==> config.mk <==
export PLATFORM = sky130hd
export DESIGN_NAME = pipe_reg_chain
export DESIGN_NICKNAME = d
export VERILOG_FILES = /design/src/rtl/pipe_pkg.sv /design/src/rtl/pipe_stage.sv /design/src/rtl/pipe_reg_chain.sv
export SDC_FILE = /design/constraint.sdc
export NUM_CORES = 1
export LEC_CHECK = 0
export ABC_CLOCK_PERIOD_IN_PS = 1950
export CORE_ASPECT_RATIO = 0.9
export CORE_UTILIZATION = 45
export CTS_CLUSTER_DIAMETER = 40
export DETAILED_ROUTE_END_ITERATION = 12
export PLACE_DENSITY = 0.71
export SLEW_MARGIN = 15
export SYNTH_ARGS = -nofsm -noshare
export SYNTH_HDL_FRONTEND = slang
export SYNTH_HIERARCHICAL = 1
export SYNTH_SLANG_ARGS = --single-unit
==> constraint.sdc <==
create_clock -name clk_i -period 1.95 [get_ports clk_i]
set_input_delay 0.195 -clock clk_i [delete_from_list [all_inputs] [get_ports clk_i]]
set_output_delay 0.195 -clock clk_i [all_outputs]
set_load 0.01 [all_outputs]
==> src/rtl/pipe_pkg.sv <==
// -----------------------------------------------------------------------------
// pipe_pkg
// Shared definitions for the pipe_reg_chain slice.
//   NOP_VAL_DEFAULT : payload held by empty or flushed stages unless overridden
//   occ_width()     : bit width of the occupancy counter for a given depth.
//                     It is sized for DEPTH+1 so that the optional skid entry
//                     (PIPE_SKID_BUFFER_EN) always fits.
// No ports (package).
// -----------------------------------------------------------------------------
package pipe_pkg;

  localparam int unsigned NOP_VAL_DEFAULT = 0;

  function automatic int unsigned occ_width(input int unsigned depth);
    return $clog2(depth + 2);
  endfunction

endpackage

==> src/rtl/pipe_stage.sv <==
// -----------------------------------------------------------------------------
// pipe_stage
// One pipeline slot: a valid bit plus a payload register.
// Ports:
//   clk_i    : clock, rising edge
//   rst_n_i  : synchronous active-low reset (slot becomes empty, payload NOP_VAL)
//   load_i   : capture data_i and mark the slot valid
//   clear_i  : empty the slot (payload NOP_VAL); wins over load_i
//   data_i   : payload to capture on load
//   valid_o  : slot holds a word
//   data_o   : slot payload
// With neither load_i nor clear_i the slot holds its contents.
// -----------------------------------------------------------------------------
module pipe_stage
  import pipe_pkg::*;
#(
  parameter int unsigned      WIDTH   = 32,
  parameter logic [WIDTH-1:0] NOP_VAL = WIDTH'(NOP_VAL_DEFAULT)
) (
  input  logic             clk_i,
  input  logic             rst_n_i,
  input  logic             load_i,
  input  logic             clear_i,
  input  logic [WIDTH-1:0] data_i,
  output logic             valid_o,
  output logic [WIDTH-1:0] data_o
);

  logic             valid_d, valid_q;
  logic [WIDTH-1:0] data_d,  data_q;

  always_comb begin
    valid_d = valid_q;
    data_d  = data_q;
    if (clear_i) begin
      valid_d = 1'b0;
      data_d  = NOP_VAL;
    end else if (load_i) begin
      valid_d = 1'b1;
      data_d  = data_i;
    end
  end

  always_ff @(posedge clk_i) begin
    if (!rst_n_i) begin
      valid_q <= 1'b0;
      data_q  <= NOP_VAL;
    end else begin
      valid_q <= valid_d;
      data_q  <= data_d;
    end
  end

  assign valid_o = valid_q;
  assign data_o  = data_q;

endmodule

==> src/rtl/pipe_reg_chain.sv <==
// -----------------------------------------------------------------------------
// pipe_reg_chain
// Valid/ready register chain of DEPTH stages with bubble collapse and flush.
// Stage 0 is nearest the input, stage DEPTH-1 drives the output.
// Ports:
//   clk_i        : clock, rising edge
//   rst_n_i      : synchronous active-low reset
//   in_valid_i   : upstream word present on in_data_i
//   in_ready_o   : word accepted this cycle (low while in reset)
//   in_data_i    : upstream payload
//   out_valid_o  : oldest word present on out_data_o
//   out_ready_i  : downstream takes the word this cycle
//   out_data_o   : payload of stage DEPTH-1 (NOP_VAL when empty)
//   flush_i      : squash every in-flight word; an output transfer in the
//                  same cycle still counts as delivered
//   occupancy_o  : registered count of valid words held
// Build option:
//   PIPE_SKID_BUFFER_EN : adds a one-entry skid register ahead of stage 0 so
//                         in_ready_o comes from a flop instead of out_ready_i;
//                         capacity becomes DEPTH+1.
// -----------------------------------------------------------------------------
module pipe_reg_chain
  import pipe_pkg::*;
#(
  parameter int unsigned      WIDTH   = 32,
  parameter int unsigned      DEPTH   = 4,
  parameter logic [WIDTH-1:0] NOP_VAL = WIDTH'(NOP_VAL_DEFAULT)
) (
  input  logic                         clk_i,
  input  logic                         rst_n_i,
  input  logic                         in_valid_i,
  output logic                         in_ready_o,
  input  logic [WIDTH-1:0]             in_data_i,
  output logic                         out_valid_o,
  input  logic                         out_ready_i,
  output logic [WIDTH-1:0]             out_data_o,
  input  logic                         flush_i,
  output logic [occ_width(DEPTH)-1:0]  occupancy_o
);

  localparam int unsigned OCC_W = occ_width(DEPTH);

  logic [DEPTH-1:0] stage_valid;
  logic [WIDTH-1:0] stage_data [DEPTH];
  logic [WIDTH-1:0] stage_in   [DEPTH];
  logic [DEPTH-1:0] stage_load;
  logic [DEPTH-1:0] stage_clear;
  // vacate[k]: the word in stage k moves on (to k+1 or out) at this edge.
  logic [DEPTH-1:0] vacate;

  logic             in_fire;
  logic             out_fire;
  logic             stage0_free;
  logic             stage0_fill;
  logic [WIDTH-1:0] stage0_src;

  logic [OCC_W-1:0] occ_d, occ_q;

  assign out_valid_o = stage_valid[DEPTH-1];
  assign out_data_o  = stage_data[DEPTH-1];
  assign out_fire    = out_valid_o & out_ready_i;
  assign in_fire     = in_valid_i & in_ready_o;

  // Resolve advancement from the output end backwards: a stage moves when the
  // one ahead is empty or moving itself, which collapses any bubble.
  always_comb begin
    vacate = '0;
    vacate[DEPTH-1] = stage_valid[DEPTH-1] & out_ready_i;
    for (int k = int'(DEPTH) - 2; k >= 0; k--) begin
      vacate[k] = stage_valid[k] & (~stage_valid[k+1] | vacate[k+1]);
    end
  end

  assign stage0_free = ~stage_valid[0] | vacate[0];

`ifdef PIPE_SKID_BUFFER_EN
  logic             skid_valid_d, skid_valid_q;
  logic [WIDTH-1:0] skid_data_d,  skid_data_q;

  // Ready depends only on the skid flop; reset gating keeps it low during reset.
  assign in_ready_o = rst_n_i & ~skid_valid_q;

  // A parked word always feeds stage 0 before anything newer.
  assign stage0_fill = stage0_free & (skid_valid_q | in_fire);
  assign stage0_src  = skid_valid_q ? skid_data_q : in_data_i;

  always_comb begin
    skid_valid_d = skid_valid_q;
    skid_data_d  = skid_data_q;
    if (flush_i) begin
      skid_valid_d = 1'b0;
      skid_data_d  = NOP_VAL;
    end else if (skid_valid_q) begin
      if (stage0_free) begin
        skid_valid_d = 1'b0;
        skid_data_d  = NOP_VAL;
      end
    end else if (in_fire && !stage0_free) begin
      skid_valid_d = 1'b1;
      skid_data_d  = in_data_i;
    end
  end

  always_ff @(posedge clk_i) begin
    if (!rst_n_i) begin
      skid_valid_q <= 1'b0;
      skid_data_q  <= NOP_VAL;
    end else begin
      skid_valid_q <= skid_valid_d;
      skid_data_q  <= skid_data_d;
    end
  end
`else
  // Ready follows stage 0 freeing up, which reaches back to out_ready_i.
  assign in_ready_o  = rst_n_i & stage0_free;
  assign stage0_fill = in_fire;
  assign stage0_src  = in_data_i;
`endif

  always_comb begin
    stage_load  = '0;
    stage_clear = '0;
    stage_in[0] = stage0_src;
    stage_load[0] = stage0_fill;
    for (int k = 1; k < int'(DEPTH); k++) begin
      stage_load[k] = vacate[k-1];
      stage_in[k]   = stage_data[k-1];
    end
    // A stage that empties without being refilled drops back to NOP_VAL.
    for (int k = 0; k < int'(DEPTH); k++) begin
      stage_clear[k] = flush_i | (vacate[k] & ~stage_load[k]);
    end
  end

  for (genvar gi = 0; gi < DEPTH; gi++) begin : g_stage
    pipe_stage #(
      .WIDTH   (WIDTH),
      .NOP_VAL (NOP_VAL)
    ) u_stage (
      .clk_i   (clk_i),
      .rst_n_i (rst_n_i),
      .load_i  (stage_load[gi]),
      .clear_i (stage_clear[gi]),
      .data_i  (stage_in[gi]),
      .valid_o (stage_valid[gi]),
      .data_o  (stage_data[gi])
    );
  end

  // Words entering the block minus words leaving it; a flush empties it.
  always_comb begin
    occ_d = occ_q + OCC_W'(in_fire) - OCC_W'(out_fire);
    if (flush_i) begin
      occ_d = '0;
    end
  end

  always_ff @(posedge clk_i) begin
    if (!rst_n_i) begin
      occ_q <= '0;
    end else begin
      occ_q <= occ_d;
    end
  end

  assign occupancy_o = occ_q;

endmodule

# ---- After elaboration in Yosys (flattened, before gate mapping)
# Cells that the tools add are included.
dict set report classes {
  bitwise 27
  reduce_logical 5
  addsub 2
}
# cell count
set op_table {}
lappend op_table {{$and 1x1->1} 10}
lappend op_table {{$reduce_or 2->1} 5}
lappend op_table {{$not 1->1} 9}
lappend op_table {{$or 1x1->1} 8}
lappend op_table {{$add 3x1->3} 1}
lappend op_table {{$sub 3x1->3} 1}
dict set report word_totals {
  reg_bits 135
  in_bits 37
  out_inout_bits 37
}

# ---- Longest topological paths before layout
# Gate-level depths: netlist (run 1).
dict set report depth {
  word_depth 14
  depth_mapped 9
  ltp_nobuf 9
}

# ---- By module
# The synthesis (run 1) kept the hierarchy.
# mod cells_each instances seq_area_each_um2 area_each_um2
set by_module_without_submodules {}
lappend by_module_without_submodules {pipe_stage 108 4 660.6 1223.7}
lappend by_module_without_submodules {pipe_reg_chain 33 1 60.1 284.0}

# ---- Worst setup path after synthesis (run 1)
# No wires, ideal clock.
dict set report synth_path {
  path_type {reg2reg}
  start {reg g_stage[3].u_stage.valid_q}
  end {reg occ_q[2] (netlist: occupancy_o[2])}
  arrival_time_ps 1815
  stages_incl_launch_ff 10
  setup_slack_ps 21
  n_path_buf 0
  setup_ps 114
  cell_sequence {dfxtp_1 -> and4b_4 -> a21o_1 -> ha_1 -> inv_1 -> ha_1 -> inv_1 -> fa_1 -> xnor3_1 -> nor2_1}
}
dict set report synth_between {
  elab_chain_cells 12
}
# element line_no
set synth_lines {}
lappend synth_lines {{from (decl)} pipe_stage.sv:29} ;# logic valid_d, valid_q;
lappend synth_lines {{from (signal assigned)} pipe_stage.sv:49} ;# valid_q <= valid_d;
lappend synth_lines {{$and 1x1->1 / $not 1->1 (equally long branches)} {pipe_reg_chain.sv:61, pipe_reg_chain.sv:68, pipe_reg_chain.sv:70}}
lappend synth_lines {{$or 1x1->1} pipe_reg_chain.sv:70} ;# vacate[k] = stage_valid[k] & (~stage_valid[k+1] | vacate[k+1]);
lappend synth_lines {{$and 1x1->1} pipe_reg_chain.sv:70}
lappend synth_lines {{$or 1x1->1} pipe_reg_chain.sv:70}
lappend synth_lines {{$and 1x1->1} pipe_reg_chain.sv:70}
lappend synth_lines {{$or 1x1->1} pipe_reg_chain.sv:70}
lappend synth_lines {{$and 1x1->1} pipe_reg_chain.sv:70}
lappend synth_lines {{$or 1x1->1} pipe_reg_chain.sv:74} ;# assign stage0_free = ~stage_valid[0] | vacate[0];
lappend synth_lines {{$and 1x1->1} pipe_reg_chain.sv:115} ;# assign in_ready_o = rst_n_i & stage0_free;
lappend synth_lines {{$and 1x1->1} pipe_reg_chain.sv:62} ;# assign in_fire = in_valid_i & in_ready_o;
lappend synth_lines {{$add 3x1->3} pipe_reg_chain.sv:152} ;# occ_d = occ_q + OCC_W'(in_fire) - OCC_W'(out_fire);
lappend synth_lines {{$sub 3x1->3 *} pipe_reg_chain.sv:152}
lappend synth_lines {{to (signal assigned)} pipe_reg_chain.sv:160} ;# occ_q <= '0;
lappend synth_lines {{to (signal assigned)} pipe_reg_chain.sv:162} ;# occ_q <= occ_d;
lappend synth_lines {{to (decl)} pipe_reg_chain.sv:57} ;# logic [OCC_W-1:0] occ_d, occ_q;
# Every way passes the cells marked *; elsewhere a longest branch is shown, timed or not.
# A chain may end at the register's enable or synchronous reset.

# ---- Worst setup path after layout (run 1)
# Same ends and word-level chain as after synthesis.

==> results of run 1 <==
-- per-stage QoR --
step                      utilization, %  total power [mW]
after global placement             53.88             3.146
final                              59.76             6.423
after CTS                          59.59             6.495
after global routing               59.76             6.642
after floorplan                        -             3.042
after detailed placement           53.88             3.152
-- synthesized netlist by cell type --
cell type,n
mux2i_1,128
nand2_1,1
fa_1,1
inv_1,6
buf_12,12
a21oi_1,1
and2_1,3
nand2b_1,6
xnor3_1,1
dfxtp_1,135
o21bai_1,1
a21o_1,2
a21bo_2,1
a31o_2,2
and4b_4,1
buf_6,12
buf_4,8
nand3b_1,1
a21boi_0,1
nor2_1,140
ha_1,2
-- power by group through the flow --
stage / Combinational [mW] / Sequential, mW / Clock [mW]
finish: 0.302 / 2.79 / 3.33
global route: 0.324 / 2.79 / 3.53
CTS: 0.306 / 2.79 / 3.40
detailed placement: 0.304 / 2.85 / 0
global placement: 0.299 / 2.85 / 0
floorplan: 0.197 / 2.84 / 0
-- cell type report --
cell class | instances | area (sq um) | share of cell area (%)
inverters | 6 | 22.52 | 0.3415
repair buffers | 93 | 979.7 | 14.85
multi-input cells | 292 | 2067 | 31.34
clock inverters | 12 | 165.2 | 2.504
well taps | 152 | 190.2 | 2.884
flip-flops and latches | 135 | 2704 | 41.00
clock buffers | 20 | 466.7 | 7.076
-- logic make-up (layout without fill, tap and decap cells) --
logic type | count (synthesis) | in the layout
compound gates | 8 | 8
xor+xnor | 1 | 1
fa+ha+maj | 3 | 3
buf+inv | 38 | 131
flops | 135 | 135
mux | 128 | 128
simple gates | 152 | 152
-- sequential cells by signal, indices dropped and copies added (netlist names) --
name / count
g_stage.u_stage/data_o: 128
occupancy_o: 3
g_stage.u_stage/valid_o: 4
-- worst min-delay path, stage by stage --
cell,delay [ns]
clkdlybuf4s50_1,0.39
mux2i_1,0.12
nor2_1,0.05
-- layer usage --
metal | routed length, um | part of all wire [%] | GRT usage, % | vias to the layer above
li1 | - | - | - | 1700
met1 | 4976 | 49 | 22.67 | 1598
met2 | 4812 | 47 | 30.08 | 63
met3 | 388 | 3.8 | 5.968 | 5
met4 | 66 | 0.64 | 5.009 | 0
met5 | 0 | 0 | 0 | -
-- how the worst max path moves through the flow --
stage	from	to	cells after the start	slack, ns
CTS	g_stage[2].u_stage/valid_o	occupancy_o[2]	9	0.0002
detailed placement	out_ready_i	occupancy_o[2]	10	-0.37
floorplan	g_stage[3].u_stage/valid_o	occupancy_o[2]	9	0.02
global route	g_stage[3].u_stage/valid_o	occupancy_o[2]	9	0.01
finish	g_stage[3].u_stage/valid_o	occupancy_o[2]	9	0.11
global placement	out_ready_i	occupancy_o[2]	10	-0.31
-- what timing repair did --
item | CTS | global route
gates resized for setup | 1 | 5
pin swaps | 0 | 1
setup buffers | 0 | 0
hold endpoints to repair | 0 | 0
hold buffers | 0 | 0
endpoints found under the setup margin | 1 | 1
==> flow_metrics.env, run 1 <==
export IMPL_dpl_cell_area_sq_um=5946
export IMPL_first_pass_iters=4
export IMPL_grt_overflow=0
export IMPL_syn_inst=465
export IMPL_fin_area_sq_um=6595
export IMPL_min_path_cells=3
export IMPL_period_needed_ns=1.844
export IMPL_hp_start="in_data_i[22]"
export IMPL_worst_ep_arrival_time_ns=2.14
export IMPL_dp_cells=678
export IMPL_cts_root_buf="clkbuf_16"
export IMPL_crit_family="adder cells"
export IMPL_ys_seq_area_share_pct=52.19
export IMPL_synth_warnings=6
export IMPL_synth_top_area_share_pct=52.19
export IMPL_setup_violations_final=0
export IMPL_post_dp_hpwl_mm=6.453
export IMPL_synth_top_area_cell="dfxtp_1"
export IMPL_whs_endpoint="g_stage[0].u_stage/data_o[22]"
export IMPL_outcome="complete, no violations"
export IMPL_pwr_share_comb_pct=4.7
export IMPL_die_y_um=103.8
export IMPL_p_leak_nw=2.251
export IMPL_p_per_area_nw_per_um2=973.9
export IMPL_reg2reg_from="g_stage[3].u_stage/valid_o"
export IMPL_crit_type="reg -> reg"
export IMPL_timing_final_ws_setup_ns=0.1063
export IMPL_ir_drop_v=0.0005580
export IMPL_post_place_ws_ns=-0.3669
export IMPL_postRouteAntennaNets=0
export IMPL_drtIter0Drc=133
export IMPL_critPathBufInv=2
export IMPL_swShare_pct=21.06
export IMPL_endpoint_kind="flip-flop"
export IMPL_clockPowerShare_pct=51.9
export IMPL_diodes=0
export IMPL_grt_antenna_before_repair=0
export IMPL_max_slew_margin_rel_pct=79.15
export IMPL_postSynthAreaPerCell_sq_um=11.14
export IMPL_die_w_um=115.1
export IMPL_synth_top_family_by_area="multiplexers"
export IMPL_fillers=944
export IMPL_clock_skew_ns=0.008265
export IMPL_cts_sinks=135
export IMPL_area_growth_pct=27.35
export IMPL_yosys_top_cells_area="dfxtp_1 (52%), mux2i_1 (25%), nor2_1 (10%)"
export IMPL_r2r_end="occupancy_o[2]"
export IMPL_tns_ns=0
export IMPL_reg2regPathDepth=9
export IMPL_syn_cell_area_sq_um=5179
export IMPL_clock_path_buffers=2
export IMPL_mostFrequentLayoutCells="nor2_1 (139), dfxtp_1 (134), mux2i_1 (128)"
export IMPL_portBuffers=73
export IMPL_synthesis_nets=505
export IMPL_core_sq_um=11040
export IMPL_holdWs_ns=0.4045
export IMPL_worstPathMaxFanout=2
export IMPL_synth_xor_area_share_pct=0.4349
export IMPL_cts_buffers=17
export IMPL_clock_latency_ns=0.40
export IMPL_p_int_mw=5.070
export IMPL_pwr_share_seq_pct=43.4
export IMPL_grt_pass1_wl_mm=16.53
export IMPL_cts_tree="done"
export IMPL_hold_viol=0
export IMPL_via_count=3366
export IMPL_max_freq_ghz=0.5424
export IMPL_row_count=36
export IMPL_grt_usage_pct=18.25
export IMPL_cp_slowest_cell="dfxtp_1"
export IMPL_finalWirelength_mm=10.24
export IMPL_hp_class="in -> reg"
export IMPL_grt_max_degree=34
export IMPL_grt_pass1_vias=3356
export IMPL_yosys_cell_types_count=21
export IMPL_nNetsFinal=585
export IMPL_synth_compound_area_share_pct=1.208
export IMPL_die_area_sq_um=11940
export IMPL_grt_setup_unrepaired="no"
export IMPL_synth_simple_area_share_pct=11.72
export IMPL_drc=0
export IMPL_gp_congestion=0.7630
export IMPL_tightest_slew_ns=0.3128
export IMPL_worstPathRequired_ns=2.25
export IMPL_min_period_over_period_pct=94.55
export IMPL_wl_per_cell_um=14.43
export IMPL_cp_slowest_stage_delay_ns=0.35
export IMPL_synth_area_mux_share_pct=24.74
export IMPL_regToRegSetupSlack_ns=0.11
export IMPL_p_switching_mw=1.353
export IMPL_max_cap_violations=0
export IMPL_cts_max_level=4
export IMPL_startpoint_type="flip-flop"
export IMPL_ioPinCount=74
export IMPL_synth_seq_cells=135
export IMPL_path_clk_slew_ns=0.06
export IMPL_start_util_pct=46.93
export IMPL_synthAdderAreaFrac_pct=0.8698
export IMPL_slew_violations=0
export IMPL_path_cells="and4b_4, a21o_1, ha_4, inv_2, ha_2, inv_1, fa_2, xnor3_1, nor2_1"
export IMPL_avgViaCountPerCell=4.741
export IMPL_final_common_cell="nor2_1"
export IMPL_drive_above_1_share_pct=12.37
export IMPL_fin_cells=710
Note: power is estimated with default switching activity, not from simulation.
==> run 2: changes to the inputs <==
--- a/config.mk
+++ b/config.mk
@@ -11,6 +11,7 @@
 export CTS_CLUSTER_DIAMETER = 40
 export DETAILED_ROUTE_END_ITERATION = 12
 export PLACE_DENSITY = 0.71
+export SETUP_SLACK_MARGIN = 0.15
 export SLEW_MARGIN = 15
 export SYNTH_ARGS = -nofsm -noshare
 export SYNTH_HDL_FRONTEND = slang
==> flow_metrics.env, run 2 (same netlist as run 1, synthesis figures left out) <==
export IMPL_grt_use_met1_pct=23.04
export IMPL_cts_max_level=4
export IMPL_period_needed_ns=1.871
export IMPL_dp_cells=677
export IMPL_area_growth_pct=26.31
export IMPL_hold_viol=0
export IMPL_path_clk_slew_ns=0.06
export IMPL_via_count=3343
export IMPL_critPathBufInv=2
export IMPL_seq_area_sq_um=2706
export IMPL_pwr_share_seq_pct=44.5
export IMPL_grt_pass1_vias=3308
export IMPL_fillers=941
export IMPL_worstPathRequired_ns=2.24
export IMPL_postRouteAntennaNets=0
export IMPL_r2r_end="occupancy_o[2]"
export IMPL_setup_violations_final=0
export IMPL_cts_buffers=17
export IMPL_diodes=0
export IMPL_clock_latency_ns=0.40
export IMPL_drc=0
export IMPL_clock_skew_ns=0.007405
export IMPL_hp_start="in_data_i[0]"
export IMPL_gp_congestion=0.7347
export IMPL_clockPowerShare_pct=50.8
export IMPL_start_util_pct=46.93
export IMPL_portBuffers=73
export IMPL_slew_violations=0
export IMPL_clock_path_buffers=2
export IMPL_grtUsageMet3_pct=6.261
export IMPL_grt_setup_unrepaired="yes"
export IMPL_reg2regPathDepth=9
export IMPL_wl_per_cell_um=14.15
export IMPL_cts_tree="done"
export IMPL_max_slew_margin_rel_pct=72.81
export IMPL_crit_family="adder cells"
export IMPL_drtIter0Drc=99
export IMPL_drive_above_1_share_pct=12.16
export IMPL_post_dp_hpwl_mm=6.306
export IMPL_tightest_slew_ns=0.4079
export IMPL_multi_input_area_sq_um=2054
export IMPL_die_area_sq_um=11940
export IMPL_row_count=36
export IMPL_ir_drop_v=0.0007891
export IMPL_avgViaCountPerCell=4.702
export IMPL_grt_max_degree=34
export IMPL_min_period_over_period_pct=95.95
export IMPL_core_sq_um=11040
export IMPL_grtUsageMet2_pct=29.30
export IMPL_die_y_um=103.8
export IMPL_p_per_area_nw_per_um2=956.9
export IMPL_regToRegSetupSlack_ns=0.08
export IMPL_reg2reg_from="g_stage[3].u_stage/valid_o"
export IMPL_first_pass_iters=4
export IMPL_cp_slowest_stage_delay_ns=0.34
export IMPL_endpoint_kind="flip-flop"
export IMPL_worst_ep_arrival_time_ns=2.17
export IMPL_grt_antenna_before_repair=0
export IMPL_busiest_layer="met2"
export IMPL_mostFrequentLayoutCells="nor2_1 (139), dfxtp_1 (134), mux2i_1 (128)"
export IMPL_finalWirelength_mm=10.06
export IMPL_tns_ns=0
export IMPL_whs_endpoint="g_stage[0].u_stage/data_o[0]"
export IMPL_min_path_cells=3
export IMPL_swShare_pct=20.59
export IMPL_startpoint_type="flip-flop"
export IMPL_worstPathMaxFanout=2
export IMPL_p_total_mw=6.259
export IMPL_pwr_share_comb_pct=4.7
export IMPL_ioPinCount=74
export IMPL_nNetsFinal=586
export IMPL_final_util_pct=59.27
export IMPL_cts_sinks=135
export IMPL_hp_class="in -> reg"
export IMPL_die_w_um=115.1
export IMPL_final_common_cell="nor2_1"
export IMPL_grt_pass1_wl_mm=16.62
export IMPL_grt_usage_pct=18.18
export IMPL_outcome="complete, no violations"
export IMPL_max_freq_ghz=0.5345
export IMPL_grt_overflow=0
export IMPL_path_cells="and4b_4, a21o_1, ha_1, inv_1, ha_2, inv_2, fa_2, xnor3_1, nor2_1"
export IMPL_p_int_mw=4.970
export IMPL_largest_reg_flops=128
export IMPL_max_cap_violations=0
export IMPL_cp_depth=9
export IMPL_p_switching_mw=1.289
export IMPL_fin_cells=711
export IMPL_cp_slowest_cell="dfxtp_4"
export IMPL_p_leak_nw=2.240
export IMPL_crit_type="reg -> reg"
export IMPL_cts_root_buf="clkbuf_16"
==> run 2: changes by cell type in the layout (fill, tap and decap cells not counted), sizes merged <==
cell,before,now
dlygate4sd2,1,0
inv,10,7
clkinv,2,5
buf,20,22
==> run 2: how the worst max path moves through the flow <==
stage                                     startpoint        endpoint
after global routing      g_stage[3].u_stage/valid_o  occupancy_o[2]
after floorplan           g_stage[3].u_stage/valid_o  occupancy_o[2]
after global placement                   out_ready_i  occupancy_o[2]
after detailed placement                 out_ready_i  occupancy_o[2]
after CTS                 g_stage[3].u_stage/valid_o  occupancy_o[2]
final                     g_stage[3].u_stage/valid_o  occupancy_o[2]
==> run 2: routing by layer <==
layer / routed length (um) / share of wire, %
met2: 4738 / 47
met5: 0 / 0
met4: 65 / 0.65
met1: 4835 / 48
met3: 424 / 4.2
==> run 2: stage by stage <==
stage	worst slack, ns	cell area [sq um]	hold WS, ns
detailed placement	-0.3132	5932	0.4823
CTS	0.05752	6535	0.3966
floorplan	0.09731	5185	0.3422
finish	0.07893	6541	0.4101
global placement	-0.2411	5932	0.4706
global route	-0.04018	6541	0.4046
==> run 2: cell type report <==
cell class              instances  share of cell area, %
clock inverters                12                  2.295
clock buffers                  20                  6.829
multi-input cells             292                  31.41
repair buffers                 94                  14.84
flip-flops and latches        135                  41.37
well taps                     152                  2.907
inverters                       6                 0.3443
==> run 2: power groups by stage <==
stage	clock, mW	sequential [mW]	combinational [mW]
2_1_floorplan	0	2.84	0.197
3_3_place_gp	0	2.84	0.293
3_5_place_dp	0	2.85	0.297
4_1_cts	3.24	2.79	0.298
5_1_grt	3.37	2.79	0.316
6_report	3.18	2.79	0.294
==> run 2: repair_timing <==
| item | 4_1_cts | 5_1_grt |
|---|---|---|
| resized for setup | 1 | 7 |
| hold buffers | 0 | 0 |
| cloned | 0 | 0 |
| pin swaps | 0 | 3 |
| setup buffers | 1 | 1 |
| endpoints found under the setup margin | 3 | 3 |
==> run 2: worst register-to-register path, stage by stage (launching register included) <==
cell and delay, ns:
dfxtp_4 0.34, and4b_4 0.20, a21o_1 0.15, ha_1 0.26
inv_1 0.06, ha_2 0.16, inv_2 0.03, fa_2 0.32
xnor3_1 0.19, nor2_1 0.04
